**src/rtl/sd_pkg.sv**
```systemverilog
// Shared SD CMD-line definitions: frame constants, FSM states, R1 field widths
// and the serial CRC7 step used by host and card sides.
package sd_pkg;

    localparam int FRAME_LEN  = 48;
    localparam int CRC_W      = 7;
    localparam int IDX_W      = 6;
    localparam int ARG_W      = 32;
    localparam int BIT_CNT_W  = 6;
    localparam int NCR_CNT_W  = 7;

    localparam logic START_BIT   = 1'b0;
    localparam logic HOST_TX_BIT = 1'b1;  // transmission bit in host->card frames
    localparam logic CARD_TX_BIT = 1'b0;  // transmission bit in card->host frames
    localparam logic END_BIT     = 1'b1;

    typedef enum logic [2:0] {
        ST_IDLE,
        ST_RX,
        ST_CHECK,
        ST_WAIT_RSP,
        ST_TX,
        ST_TX_END
    } sd_state_e;

    // One serial step of CRC7, polynomial x^7 + x^3 + 1.
    function automatic logic [CRC_W-1:0] crc7_next(input logic [CRC_W-1:0] crc,
                                                    input logic din);
        logic fb;
        fb = din ^ crc[CRC_W-1];
        return {crc[5:3], crc[2] ^ fb, crc[1:0], fb};
    endfunction

endpackage

```
**src/rtl/crc7.sv**
```systemverilog
// Serial CRC7 accumulator; cleared by rst, advanced one bit per en strobe.
module crc7
    import sd_pkg::*;
(
    input  logic             clk,
    input  logic             rst,
    input  logic             en,
    input  logic             data,
    output logic [CRC_W-1:0] crc
);

    // Accumulate one bit per enable; rst wins over en.
    always_ff @(posedge clk) begin
        if (rst) begin
            crc <= '0;
        end else if (en) begin
            crc <= crc7_next(crc, data);
        end
    end

endmodule

```
**src/rtl/sd_cmd_responder.sv**
```systemverilog
// Card-side SD CMD endpoint: oversamples sd_clk, receives 48-bit host commands
// on sd_clk rise, and sends 48-bit R1 responses on sd_clk fall after the NCR gap.
//
// Response handshake: the device holds rsp_valid (with rsp_skip/index/arg stable)
// until it sees rsp_ready; a transfer happens on the clk where both are high.
// rsp_ready may depend combinationally on rsp_valid; rsp_valid must not depend on
// rsp_ready.
module sd_cmd_responder
    import sd_pkg::*;
#(
    parameter int NCR_MIN = 2,
    parameter int NCR_MAX = 64
) (
    input  logic             clk,
    input  logic             rst,
    input  logic             sd_clk,
    input  logic             sd_cmd_in,
    output logic             sd_cmd_out,
    output logic             sd_cmd_oe,
    output logic             cmd_valid,
    output logic [IDX_W-1:0] cmd_index,
    output logic [ARG_W-1:0] cmd_arg,
    output logic             cmd_crc_ok,
    input  logic             rsp_valid,
    output logic             rsp_ready,
    input  logic             rsp_skip,
    input  logic [IDX_W-1:0] rsp_index,
    input  logic [ARG_W-1:0] rsp_arg,
    output logic             rsp_dropped,
    output sd_state_e        fsm_state
);

    localparam logic [NCR_CNT_W-1:0] NCR_MIN_C = NCR_CNT_W'(NCR_MIN);
    localparam logic [NCR_CNT_W-1:0] NCR_MAX_C = NCR_CNT_W'(NCR_MAX);

    logic [1:0] clk_sync;
    logic       clk_d;
    logic [1:0] cmd_sync;
    logic       rise, fall, cmd_bit;

    sd_state_e              state, state_n;
    logic [BIT_CNT_W-1:0]   bit_cnt, bit_cnt_n;
    logic [NCR_CNT_W-1:0]   ncr_cnt, ncr_n;
    logic [45:0]            rx_sr, rx_sr_n;   // last 46 received bits
    logic [46:0]            frame;            // bits 46..0 once bit 0 arrives
    logic [39:0]            tx_sr, tx_sr_n;
    logic [IDX_W-1:0]       idx_n;
    logic [ARG_W-1:0]       arg_n;
    logic                   ok_n, drop_n, out_n, oe_n;
    logic                   crc_rst, crc_en, crc_din;
    logic [CRC_W-1:0]       crc;
    logic [2:0]             crc_sel;

    // Synchronise sd_clk and CMD with matching delay, then detect sd_clk edges.
    always_ff @(posedge clk) begin
        if (rst) begin
            clk_sync <= 2'b00;
            clk_d    <= 1'b0;
            cmd_sync <= 2'b11;
        end else begin
            clk_sync <= {clk_sync[0], sd_clk};
            clk_d    <= clk_sync[1];
            cmd_sync <= {cmd_sync[0], sd_cmd_in};
        end
    end

    assign rise    = clk_sync[1] & ~clk_d;
    assign fall    = ~clk_sync[1] & clk_d;
    assign cmd_bit = cmd_sync[1];

    assign frame     = {rx_sr, cmd_bit};
    assign crc_sel   = bit_cnt[2:0] - 3'd1;
    assign cmd_valid = (state == ST_CHECK);
    assign fsm_state = state;

    crc7 u_crc7 (
        .clk  (clk),
        .rst  (rst | crc_rst),
        .en   (crc_en),
        .data (crc_din),
        .crc  (crc)
    );

    // Next-state, datapath and handshake decode.
    always_comb begin
        state_n   = state;
        bit_cnt_n = bit_cnt;
        ncr_n     = ncr_cnt;
        rx_sr_n   = rx_sr;
        tx_sr_n   = tx_sr;
        idx_n     = cmd_index;
        arg_n     = cmd_arg;
        ok_n      = cmd_crc_ok;
        drop_n    = 1'b0;
        out_n     = sd_cmd_out;
        oe_n      = sd_cmd_oe;
        crc_rst   = 1'b0;
        crc_en    = 1'b0;
        crc_din   = 1'b0;
        rsp_ready = 1'b0;
        case (state)
            ST_IDLE: begin
                // The start bit is 0, so clearing the CRC here equals feeding it.
                if (rise && cmd_bit == START_BIT) begin
                    state_n   = ST_RX;
                    bit_cnt_n = 6'd47;
                    rx_sr_n   = frame[45:0];
                    crc_rst   = 1'b1;
                end
            end
            ST_RX: begin
                // bit_cnt holds the index of the last bit captured.
                if (rise) begin
                    rx_sr_n   = frame[45:0];
                    bit_cnt_n = bit_cnt - 6'd1;
                    if (bit_cnt >= 6'd9) begin
                        crc_en  = 1'b1;
                        crc_din = cmd_bit;
                    end
                    if (bit_cnt == 6'd1) begin
                        state_n = ST_CHECK;
                        idx_n   = frame[45:40];
                        arg_n   = frame[39:8];
                        ok_n    = (frame[46] == HOST_TX_BIT) && (frame[7:1] == crc) &&
                                  (cmd_bit == END_BIT);
                    end
                end
            end
            ST_CHECK: begin
                state_n = ST_WAIT_RSP;
                ncr_n   = '0;
            end
            ST_WAIT_RSP: begin
                if (rise && cmd_bit == START_BIT) begin
                    drop_n    = 1'b1;
                    state_n   = ST_RX;
                    bit_cnt_n = 6'd47;
                    rx_sr_n   = frame[45:0];
                    crc_rst   = 1'b1;
                end else if (rsp_valid && ncr_cnt >= NCR_MIN_C) begin
                    rsp_ready = 1'b1;
                    if (rsp_skip) begin
                        state_n = ST_IDLE;
                    end else begin
                        state_n   = ST_TX;
                        tx_sr_n   = {START_BIT, CARD_TX_BIT, rsp_index, rsp_arg};
                        bit_cnt_n = 6'd47;
                        crc_rst   = 1'b1;
                    end
                end else if (ncr_cnt >= NCR_MAX_C) begin
                    drop_n  = 1'b1;
                    state_n = ST_IDLE;
                end else if (rise) begin
                    ncr_n = ncr_cnt + 7'd1;
                end
            end
            ST_TX: begin
                // bit_cnt holds the index of the next bit to drive.
                if (fall) begin
                    oe_n      = 1'b1;
                    bit_cnt_n = bit_cnt - 6'd1;
                    if (bit_cnt >= 6'd8) begin
                        out_n   = tx_sr[39];
                        tx_sr_n = {tx_sr[38:0], 1'b0};
                        crc_en  = 1'b1;
                        crc_din = tx_sr[39];
                    end else if (bit_cnt >= 6'd1) begin
                        out_n = crc[crc_sel];
                    end else begin
                        out_n     = END_BIT;
                        bit_cnt_n = 6'd1;
                        state_n   = ST_TX_END;
                    end
                end
            end
            ST_TX_END: begin
                // One extra sd_clk of driven 1 (P bit), then release the line.
                if (fall) begin
                    out_n = 1'b1;
                    if (bit_cnt != 6'd0) begin
                        bit_cnt_n = 6'd0;
                    end else begin
                        oe_n    = 1'b0;
                        state_n = ST_IDLE;
                    end
                end
            end
            default: state_n = ST_IDLE;
        endcase
    end

    // State and datapath registers.
    always_ff @(posedge clk) begin
        if (rst) begin
            state       <= ST_IDLE;
            bit_cnt     <= '0;
            ncr_cnt     <= '0;
            rx_sr       <= '0;
            tx_sr       <= '0;
            cmd_index   <= '0;
            cmd_arg     <= '0;
            cmd_crc_ok  <= 1'b0;
            rsp_dropped <= 1'b0;
            sd_cmd_out  <= 1'b1;
            sd_cmd_oe   <= 1'b0;
        end else begin
            state       <= state_n;
            bit_cnt     <= bit_cnt_n;
            ncr_cnt     <= ncr_n;
            rx_sr       <= rx_sr_n;
            tx_sr       <= tx_sr_n;
            cmd_index   <= idx_n;
            cmd_arg     <= arg_n;
            cmd_crc_ok  <= ok_n;
            rsp_dropped <= drop_n;
            sd_cmd_out  <= out_n;
            sd_cmd_oe   <= oe_n;
        end
    end

endmodule

```
**config.mk**
```make
export PLATFORM = sky130hd
export DESIGN_NAME = sd_cmd_responder
export DESIGN_NICKNAME = d
export VERILOG_FILES = /design/src/rtl/sd_pkg.sv /design/src/rtl/crc7.sv /design/src/rtl/sd_cmd_responder.sv
export SDC_FILE = /design/constraint.sdc
export NUM_CORES = 1
export LEC_CHECK = 0
export ABC_AREA = 0
export CELL_PAD_IN_SITES_DETAIL_PLACEMENT = 0
export CELL_PAD_IN_SITES_GLOBAL_PLACEMENT = 1
export CORE_AREA = 2 2 141 143
export DETAILED_ROUTE_END_ITERATION = 12
export DIE_AREA = 0 0 143 145
export DONT_BUFFER_PORTS = 1
export PLACE_DENSITY_LB_ADDON = 0.1
export SYNTH_ARGS = -nofsm -noshare
export SYNTH_HDL_FRONTEND = slang
export SYNTH_SLANG_ARGS = --single-unit
```
**constraint.sdc**
```tcl
create_clock -name clk -period 2.24 [get_ports clk]
set_input_delay 0.448 -clock clk [delete_from_list [all_inputs] [get_ports clk]]
set_output_delay 0.448 -clock clk [all_outputs]
set_load 0.01 [all_outputs]
```
==> flow_summary.toml <==
[outcome]
status = "completed"

[placed_design]
dp_hpwl_um = 9990
place.port_buffers = 0
gp_congestion = 0.843

[critical_path]
critical_path_class = "reg2reg"
critPathRequiredTime_ns = 2.57
path_buf_inv = 1
crit_chain = "inv_1 > ha_1 > or3b_1 > a211o_4 > a22o_1 > xnor3_1 > a211oi_1"
r2r_start = "bit_cnt[1]$_SDFFE_PP0P_"
reg2reg_to = "u_crc7.crc[3]$_SDFFE_PP0P_"
r2r_cells = 7
end_kind = "register"
arrival_ns = 2.43
crit_path_max_incr_delay_ns = 0.39
crit_slowest_cell = "or3b_1"
r2r_slack_ns = 0.13
crit_fanout = 6
cp-start-kind = "register"
crit_family = "compound AO/OA/AOI/OAI gates"

[routing]
drtIter0Drc = 215
route.detailed.drc = 0
final_antenna_net_count = 0
wirelength_um = 15300
vias_per_cell = 5.00
vias = 5255
first_pass_iters = 5
drt-wirelength-per-cell_um = 14.6

[final_layout]
fillers = 1972
layout.nets = 822
area_delta_synth_final_pct = 13.9
antenna_cells = 0
drive_above_1_share = 0.113
seq_area_um2 = 3120
multi_input_area_um2 = 3210

[synth]
synth_top_cell_area_share = 0.470
yosysTopAreaCell = "dfxtp_1"
synth_cells = 784
synth.distinct_cells = 70
synth_area_um2 = 6650
postSynth.asyncResetShare = 0
syn_nets = 832
yosysSeqAreaShare = 0.470
synthFlopType = "dfxtp_1"
yosysWarningCount = 0
ys_ff_latch = 156
synth_common_cells = "nand2_1 (186), dfxtp_1 (156), a21oi_1 (110), nor2_1 (56), a211oi_1 (42)"
synth_most_common_cell = "nand2_1"
synth_edf_count = 0
synthTopCellsByArea = "dfxtp_1 (47%), nand2_1 (11%), a21oi_1 (8.3%)"
syn_avg_cell_area_um2 = 8.48

[global_route]
grt_pass1_wl_um = 25800
grt_overflow = 0
grt_pass1_vias = 5148
antenna_found_initial = 0
grt_max_degree = 147
track_usage = 0.153

[worst_hold_path]
min_to = "tx_sr[6]$_SDFFE_PP0P_"
timing.hold.worst.start = "rst"
min_path_type = "in2reg"
hold_path_depth = 1

[die]
start_util = 0.346
io_pins = 91
die_y_um = 145
die_w_um = 143
die_area_um2 = 20700
fp.coreArea_um2 = 19200
num_rows = 51

[power_and_ir_drop]
p_leak_uw = 0.00241
cellPowerDensity_nw_per_um2 = 763
ir_drop_mv = 0.469

[sta]
fmax_mhz = 475
tightest_slew_ns = 0.638
period_share = 0.940
slew_viol_final = 0
hold_violations = 0
finalCriticalPeriod_ns = 2.11
clock-skew-final_ns = 0.0101
setup_tns_ns = 0
slew_headroom = 0.571
whs_ns = 0.109
setup_viol = 0
rsz0062_at_grt = "false"

[clock_tree]
path_clk_slew_ns = 0.06
clockBufferDepth = 2
cts_max_level = 4
cts_inserted_buffers = 17
cts_tree = "built"
ctsRootBufferMaster = "clkbuf_16"
clk_latency_ns = 0.42
cts.sinks = 156
cts_hold_buf = 0

[run]
cap_violations = 0
-- layer usage --
| layer | vias to the layer above | wire length [um] | global-route usage |
|---|---|---|---|
| li1 | 2679 | - | - |
| met2 | 89 | 7250 | 0.245 |
| met4 | 0 | 154 | 0.0460 |
| met3 | 15 | 784 | 0.0449 |
| met5 | - | 0 | 0 |
| met1 | 2472 | 7130 | 0.197 |
-- sequential cells by signal (all words and copies together), names as in the netlist --
name / count
ncr_cnt: 7
cmd_crc_ok: 1
rx_sr: 46
cmd_arg: 32
fsm_state: 3
cmd_index: 6
clk_sync: 2
clk_d: 1
sd_cmd_oe: 1
sd_cmd_out: 1
bit_cnt: 6
u_crc7.crc: 7
cmd_sync: 2
tx_sr: 40
rsp_dropped: 1
-- cells in the final DEF, fill, tap and decap left out, types with 9 or more instances in the layout --
| cell type | netlist | final |
|---|---|---|
| nand2_1 | 186 | 186 |
| dfxtp_1 | 156 | 155 |
| a21oi_1 | 110 | 110 |
| nor2_1 | 56 | 56 |
| a211oi_1 | 42 | 42 |
| mux2i_1 | 38 | 38 |
| buf_4 | 0 | 19 |
| clkbuf_16 | 0 | 17 |
| nand3_1 | 14 | 14 |
| o21ai_0 | 11 | 11 |
| inv_1 | 10 | 9 |
-- where the power goes --
| group | leakage [uW] | internal [uW] | total (uW) | switching [uW] |
|---|---|---|---|---|
| combinational | 0.000865 | 43.2 | 93.3 | 50.0 |
| clock | 0.000285 | 1770 | 2900 | 1130 |
| sequential | 0.00126 | 2780 | 2790 | 5.88 |
-- worst reg2reg max path: stages (launching register included) --
cell and delay (ns):
dfxtp_2 0.35, inv_1 0.06, ha_1 0.24, or3b_1 0.39
a211o_4 0.38, a22o_1 0.20, xnor3_1 0.17, a211oi_1 0.24
-- stage by stage --
stage | utilization | power, uW | instances | setup slack, ns | instance area, um^2
finish | 0.394 | 5780 | 1051 | 0.135 | 7570
global route | 0.394 | 6020 | 1051 | 0.0269 | 7570
CTS | 0.393 | 5880 | 1051 | 0.104 | 7550
detailed placement | 0.363 | 2940 | 1020 | 0.142 | 6960
global placement | 0.363 | 2940 | 1020 | 0.204 | 6960
floorplan | - | 2950 | 784 | 0.161 | 6650
-- worst max path at each step --
stage,to,startpoint,cells after the start,slack [ns]
2_1_floorplan,u_crc7.crc[3]$_SDFFE_PP0P_,bit_cnt[0]$_SDFFE_PP0P_,8,0.16
3_3_place_gp,u_crc7.crc[3]$_SDFFE_PP0P_,bit_cnt[0]$_SDFFE_PP0P_,7,0.20
3_5_place_dp,u_crc7.crc[3]$_SDFFE_PP0P_,bit_cnt[1]$_SDFFE_PP0P_,7,0.14
4_1_cts,u_crc7.crc[3]$_SDFFE_PP0P_,bit_cnt[1]$_SDFFE_PP0P_,7,0.10
5_1_grt,sd_cmd_out$_SDFFE_PP1P_,bit_cnt[0]$_SDFFE_PP0P_,7,0.03
6_report,u_crc7.crc[3]$_SDFFE_PP0P_,bit_cnt[1]$_SDFFE_PP0P_,7,0.13
-- cell families after synthesis --
| group | Yosys count | synth area share |
|---|---|---|
| AO/OA/AOI/OAI | 194 | 0.179 |
| XOR/XNOR | 11 | 0.0166 |
| adder cells (fa/ha/maj) | 4 | 0.00753 |
| buffers and inverters | 65 | 0.0525 |
| flip-flops | 156 | 0.470 |
| multiplexers | 40 | 0.0623 |
| AND/OR/NAND/NOR | 314 | 0.213 |
-- layout make-up --
cell class / count / share of cell area
Sequential cell: 156 / 0.413
Clock inverter: 12 / 0.0193
Timing Repair Buffer: 26 / 0.0373
Clock buffer: 19 / 0.0585
Tap cell: 265 / 0.0438
Inverter: 10 / 0.00496
Multi-Input combinational cell: 563 / 0.423
-- what timing repair did --
| action | CTS | global route |
|---|---|---|
| resized for setup | 0 | 5 |
| setup endpoints to repair | 0 | 11 |
| setup buffers | 0 | 0 |
(Power assumes the default switching activity.)
